`src/rtl/partial_product_streamer_if.sv`:
```
// rtl/partial_product_streamer_if.sv - operand/result handshake bundle for partial_product_streamer
interface partial_product_streamer_if #(
    parameter int EXPONENT   = 2,
    parameter int DATA_WIDTH = 8,
    parameter int A_WIDTH    = 4
);
    localparam int N = 2 ** EXPONENT;

    logic                    in_valid;
    logic                    in_ready;
    logic [A_WIDTH-1:0]      a;
    logic [N-1:0]            b;
    logic                    out_valid;
    logic                    out_ready;
    logic [N*DATA_WIDTH-1:0] pp_vector;
    logic                    busy;

    // Operand producer / result consumer side
    modport master (
        output in_valid, a, b, out_ready,
        input  in_ready, out_valid, pp_vector, busy
    );

    // Streamer side
    modport slave (
        input  in_valid, a, b, out_ready,
        output in_ready, out_valid, pp_vector, busy
    );
endinterface

```
`src/rtl/partial_product_streamer.sv`:
```
// rtl/partial_product_streamer.sv - sequential partial-product generator feeding the adder tree
module partial_product_streamer #(
    parameter int EXPONENT   = 2,
    parameter int DATA_WIDTH = 8,
    parameter int A_WIDTH    = 4
) (
    input  logic clk,
    input  logic rst_n,
    partial_product_streamer_if.slave bus
);
    localparam int N     = 2 ** EXPONENT;
    localparam int IDX_W = (EXPONENT > 0) ? EXPONENT : 1;
    // Shift is done wide enough that no multiplicand bit is lost before truncation
    localparam int SH_W  = (DATA_WIDTH > A_WIDTH + N) ? DATA_WIDTH : (A_WIDTH + N);

    typedef enum logic [1:0] {
        IDLE = 2'd0,
        GEN  = 2'd1,
        DONE = 2'd2
    } state_t;

    state_t                  state_q, state_d;
    logic [A_WIDTH-1:0]      a_q, a_d;
    logic [N-1:0]            b_q, b_d;
    logic [IDX_W-1:0]        idx_q, idx_d;
    logic [N*DATA_WIDTH-1:0] pp_q, pp_d;

    logic [SH_W-1:0]         shifted;
    logic [DATA_WIDTH-1:0]   slot_val;

    // Current partial product: zero-extended multiplicand shifted by the slot index
    always_comb begin
        shifted  = SH_W'(a_q) << idx_q;
        slot_val = b_q[idx_q] ? shifted[DATA_WIDTH-1:0] : '0;
    end

    // Next-state and datapath updates
    always_comb begin
        state_d = state_q;
        a_d     = a_q;
        b_d     = b_q;
        idx_d   = idx_q;
        pp_d    = pp_q;
        case (state_q)
            IDLE: begin
                if (bus.in_valid) begin
                    a_d     = bus.a;
                    b_d     = bus.b;
                    idx_d   = '0;
                    pp_d    = '0;
                    state_d = GEN;
                end
            end
            GEN: begin
                pp_d[int'(idx_q)*DATA_WIDTH +: DATA_WIDTH] = slot_val;
                // Index stops at the last slot rather than wrapping
                if (idx_q == IDX_W'(N - 1)) begin
                    state_d = DONE;
                end else begin
                    idx_d = idx_q + IDX_W'(1);
                end
            end
            DONE: begin
                if (bus.out_ready) begin
                    state_d = IDLE;
                end
            end
            default: begin
                state_d = IDLE;
            end
        endcase
    end

    // State and datapath registers; reset drops any in-flight operation
    always_ff @(posedge clk or negedge rst_n) begin
        if (!rst_n) begin
            state_q <= IDLE;
            a_q     <= '0;
            b_q     <= '0;
            idx_q   <= '0;
            pp_q    <= '0;
        end else begin
            state_q <= state_d;
            a_q     <= a_d;
            b_q     <= b_d;
            idx_q   <= idx_d;
            pp_q    <= pp_d;
        end
    end

    // Handshake outputs decoded straight from state
    always_comb begin
        bus.in_ready  = (state_q == IDLE);
        bus.out_valid = (state_q == DONE);
        bus.busy      = (state_q != IDLE);
        bus.pp_vector = pp_q;
    end
endmodule

```
`src/flat_wrapper.sv`:
```
// flat-port wrapper written by rule: the top's interface ports become plain ports
module partial_product_streamer_flat 
#(
    parameter int EXPONENT   = 2,
    parameter int DATA_WIDTH = 8,
    parameter int A_WIDTH    = 4
)
  (clk, rst_n, bus_in_valid, bus_a, bus_b, bus_out_ready, bus_in_ready, bus_out_valid, bus_pp_vector, bus_busy);
  partial_product_streamer_if #(.EXPONENT(EXPONENT), .DATA_WIDTH(DATA_WIDTH), .A_WIDTH(A_WIDTH)) bus_i ();
  input  logic clk;
  input  logic rst_n;
  input wire logic [$bits(bus_i.in_valid)-1:0] bus_in_valid;
  input wire logic [$bits(bus_i.a)-1:0] bus_a;
  input wire logic [$bits(bus_i.b)-1:0] bus_b;
  input wire logic [$bits(bus_i.out_ready)-1:0] bus_out_ready;
  output wire logic [$bits(bus_i.in_ready)-1:0] bus_in_ready;
  output wire logic [$bits(bus_i.out_valid)-1:0] bus_out_valid;
  output wire logic [$bits(bus_i.pp_vector)-1:0] bus_pp_vector;
  output wire logic [$bits(bus_i.busy)-1:0] bus_busy;
  assign bus_i.in_valid = bus_in_valid;
  assign bus_i.a = bus_a;
  assign bus_i.b = bus_b;
  assign bus_i.out_ready = bus_out_ready;
  assign bus_in_ready = bus_i.in_ready;
  assign bus_out_valid = bus_i.out_valid;
  assign bus_pp_vector = bus_i.pp_vector;
  assign bus_busy = bus_i.busy;
  partial_product_streamer #(.EXPONENT(EXPONENT), .DATA_WIDTH(DATA_WIDTH), .A_WIDTH(A_WIDTH)) u_core (.clk(clk), .rst_n(rst_n), .bus(bus_i));
endmodule
```
`config.mk`:
```
export PLATFORM = sky130hd
export DESIGN_NAME = partial_product_streamer_flat
export DESIGN_NICKNAME = d
export VERILOG_FILES = /design/src/rtl/partial_product_streamer_if.sv /design/src/rtl/partial_product_streamer.sv /design/src/flat_wrapper.sv
export SDC_FILE = /design/constraint.sdc
export NUM_CORES = 1
export LEC_CHECK = 0
export BUFFER_PORTS_ARGS = -buffer_cell sky130_fd_sc_hd__buf_2
export CAP_MARGIN = 5
export CELL_PAD_IN_SITES_DETAIL_PLACEMENT = 1
export CELL_PAD_IN_SITES_GLOBAL_PLACEMENT = 1
export CORE_MARGIN = 2
export CORE_UTILIZATION = 35
export CTS_CLUSTER_DIAMETER = 120
export DETAILED_ROUTE_END_ITERATION = 8
export GPL_TIMING_DRIVEN = 1
export HOLD_SLACK_MARGIN = 0.06
export PLACE_DENSITY_LB_ADDON = 0.08
export SLEW_MARGIN = 40
export SYNTH_ARGS = -nofsm -noshare
export SYNTH_HDL_FRONTEND = slang
export SYNTH_SLANG_ARGS = --single-unit
export TNS_END_PERCENT = 1
```
`constraint.sdc`:
```
create_clock -name clk -period 2 [get_ports clk]
set_clock_uncertainty 0.15 [all_clocks]
set_input_delay 0.1 -clock clk [delete_from_list [all_inputs] [get_ports clk]]
set_output_delay 0.1 -clock clk [all_outputs]
set_load 0.01 [all_outputs]
```
==> impl_metrics.yaml <==
yosys:
  synthTopCellsByArea: "dfrtp_1, a32o_1, mux2_2, a22o_1, ha_1"
  synth.avg_cell_area_sq_um: 13.01
  yosysSeqAreaShare: 0.5416
  synth_top_family_by_area: "compound AO/OA/AOI/OAI gates"
  syn_inst: 142
  synth_commonest_cells: "dfrtp_1, a32o_1, mux2_2"
  synth_flop_cell: "dfrtp_1"
  synth_warnings: 0
  ys_types: 35
  synthXorXnorAreaFrac: 0
  synth_top_area_share: 0.5416
  synth_compound_area_frac: 0.1557
  yosys.area_share.adder: 0.02708
  yosysMostFrequentCell: "dfrtp_1"
  synth-simple-area-share: 0.1327
  synth.area.mux_share: 0.08599
  yosysTopAreaCell: "dfrtp_1"
  synth_async_sr_flop_share: 1.000
  synthesis.area_sq_um: 1848
  synth_edf_count: 0
  ys_seq_elements: 40
route:
  via_count: 1360
  finalWirelength_um: 4522
  dr.pass1.iters: 4
  drc: 0
  post_drt_via_cell_ratio: 4.964
  drtIter0Drc: 66
  detail_route.wl_per_cell_um: 16.50
  antenna_left: 0
clock_network:
  cts_buffers: 5
  cts_root_buffer: "clkbuf_8"
  postCtsSetupBuffers: 0
  clk_latency_ps: 290
  tritoncts: "yes"
  path_clk_slew_ps: 80
  clkSinkCount: 40
  cts_max_level: 2
  cts.path.max_buffers: 2
die:
  io_pins: 47
  core_sq_um: 5107
  initial_core_util: 0.3618
  chipHeight_um: 76.67
  rows: 26
  die_x_um: 76.67
  dieArea_sq_um: 5878
timing:
  rsz0062_at_grt: "no"
  period_needed_ps: 1797
  setup_tns_ps: 0
  finalSetupViolations: 0
  fmax_ghz: 0.5565
  hold_viol_final: 0
  finalCritPeriodShare: 0.8984
  setup_ws_ps: 203.1
  slew_viol_final: 0
grt:
  grt_max_degree: 16
  grt_use_total: 0.1670
  grt_pass1_wl_um: 7465
  grt_overflow: 0
  antenna_found_initial: 0
  grt_pass1_vias: 1416
place:
  hpwl_um: 3411
  place.gp.congestion: 0.7349
  dp_slack_ps: 208.4
  port_buffers: 42
  dpl_cell_area_sq_um: 2127
setup_path:
  arrival_ps: 1880
  worst_ep_required_time_ps: 2080
  slowest_delay_ps: 400
  cp-end-kind: "register"
  critPathTopFamily: "simple AND/OR/NAND/NOR gates"
  critical_path_class: "register to register"
  cp_slowest_cell: "dfrtp_1"
  start_kind: "register"
  crit_path_cell_trace: "inv_1 > ha_1 > and3b_1 > nor2b_1 > a22o_1"
  critical_path.max_fanout: 5
  crit_buf_inv: 1
final_layout:
  fillers: 566
  drive_above_1_share: 0.3971
  diodes: 0
  nets: 219
  fin_area_sq_um: 2349
  area_delta_synth_final_pct: 27.08
job:
  cap_violations: 0
pwr:
  p_leak_uw: 0.001214
  peakVddDrop_v: 0.0005598
  power_density_nw_per_um2: 1328
hold_path:
  hp-class: "primary input to async pin"
run_status:
  outcome: "completed"
==> worst register-to-register path: cells and delay by family (launching register included) <==
family                     cells  cell delay (ps)
DFF                            1              400
adders and majority gates      1              350
and+or+nand+nor                2              600
AOI/OAI and AO/OA              1              160
buffers and inverters          1               80
==> registers in the layout, indices dropped and copies added (netlist names) <==
name                  flops
u_core.a_q                4
u_core.b_q                4
u_core.bus.pp_vector     28
u_core.idx_q              2
u_core.state_q            2
==> routing by layer <==
layer | part of all wire | up-vias | GRT usage
met5 | 0 | - | 0
met4 | 0.0097 | 0 | 0.06727
met3 | 0.052 | 6 | 0.04471
met2 | 0.50 | 35 | 0.2807
met1 | 0.43 | 686 | 0.2034
li1 | - | 633 | -
==> cell families (layout without fill, tap and decap cells) <==
group           after synthesis  in the layout
flops                        40             40
simple gates                 36             36
compound gates               33             33
mux                          14             14
buf+inv                      14             73
fa+ha+maj                     4              4
other cells                   1              4
==> cell usage in the layout (no fill, tap or decap), types with 2 or more instances in the layout <==
cell,count
nor2_1,2
mux2_2,10
a21oi_1,2
dlygate4sd3_1,11
nand3_1,3
inv_1,4
and2_1,5
buf_2,42
o2bb2ai_1,4
clkbuf_8,5
and3b_1,2
and2_4,3
nor2b_1,3
dfrtp_1,40
o21ai_0,2
a22o_1,6
and3_1,3
a21o_1,4
a22o_2,2
nand2_1,6
conb_1,4
buf_4,7
ha_1,4
a32o_1,13
mux2i_1,2
==> final cells by class <==
cell class,instances,area (sq um),share of cell area
sequential,40,1001,0.4262
multi-input combinational,91,757.0,0.3223
timing repair buffer,60,372.9,0.1588
tap,70,87.58,0.03729
clock buffer,5,68.82,0.02930
clock inverter,3,42.54,0.01811
inverter,5,18.77,0.007991
==> final timing paths <==
path,endpoint,slack [ps],startpoint,cells past startpoint
max,u_core.bus.pp_vector[27],200,u_core.idx_q[1],5
min,u_core.bus.pp_vector[6],70,rst_n,2
max reg2reg,u_core.bus.pp_vector[27],200,u_core.idx_q[1],5
min reg2reg,u_core.bus.pp_vector[22],330,u_core.bus.pp_vector[22],1
max in group asynchronous,u_core.bus.pp_vector[28],1120,rst_n,3
min in group clk,u_core.bus.pp_vector[22],330,u_core.bus.pp_vector[22],1
==> power breakdown <==
group	internal (uW)	total [uW]	leakage, uW	switching, uW
combinational	599	1300	0.000625	706
clock	369	654	0.0000541	285
sequential	990	1160	0.000534	169
total	1960	3120	0.00121	1160
==> what timing repair did <==
| action | CTS | global route |
|---|---|---|
| resized for setup | 0 | 0 |
| hold buffers | 11 | 0 |
| endpoints found under the setup margin | 0 | 0 |
| endpoints found under the hold margin | 50 | 0 |
==> through the flow <==
step	utilization	std cells	hold slack (ps)	power, uW
floorplan	-	145	-345.6	2079
global placement	0.4165	255	-148.1	2425
detailed placement	0.4165	255	-147.7	2488
CTS	0.4598	274	71.82	3172
global route	0.4598	274	76.55	3369
finish	0.4598	274	70.98	3118
(Power assumes the default switching activity.)
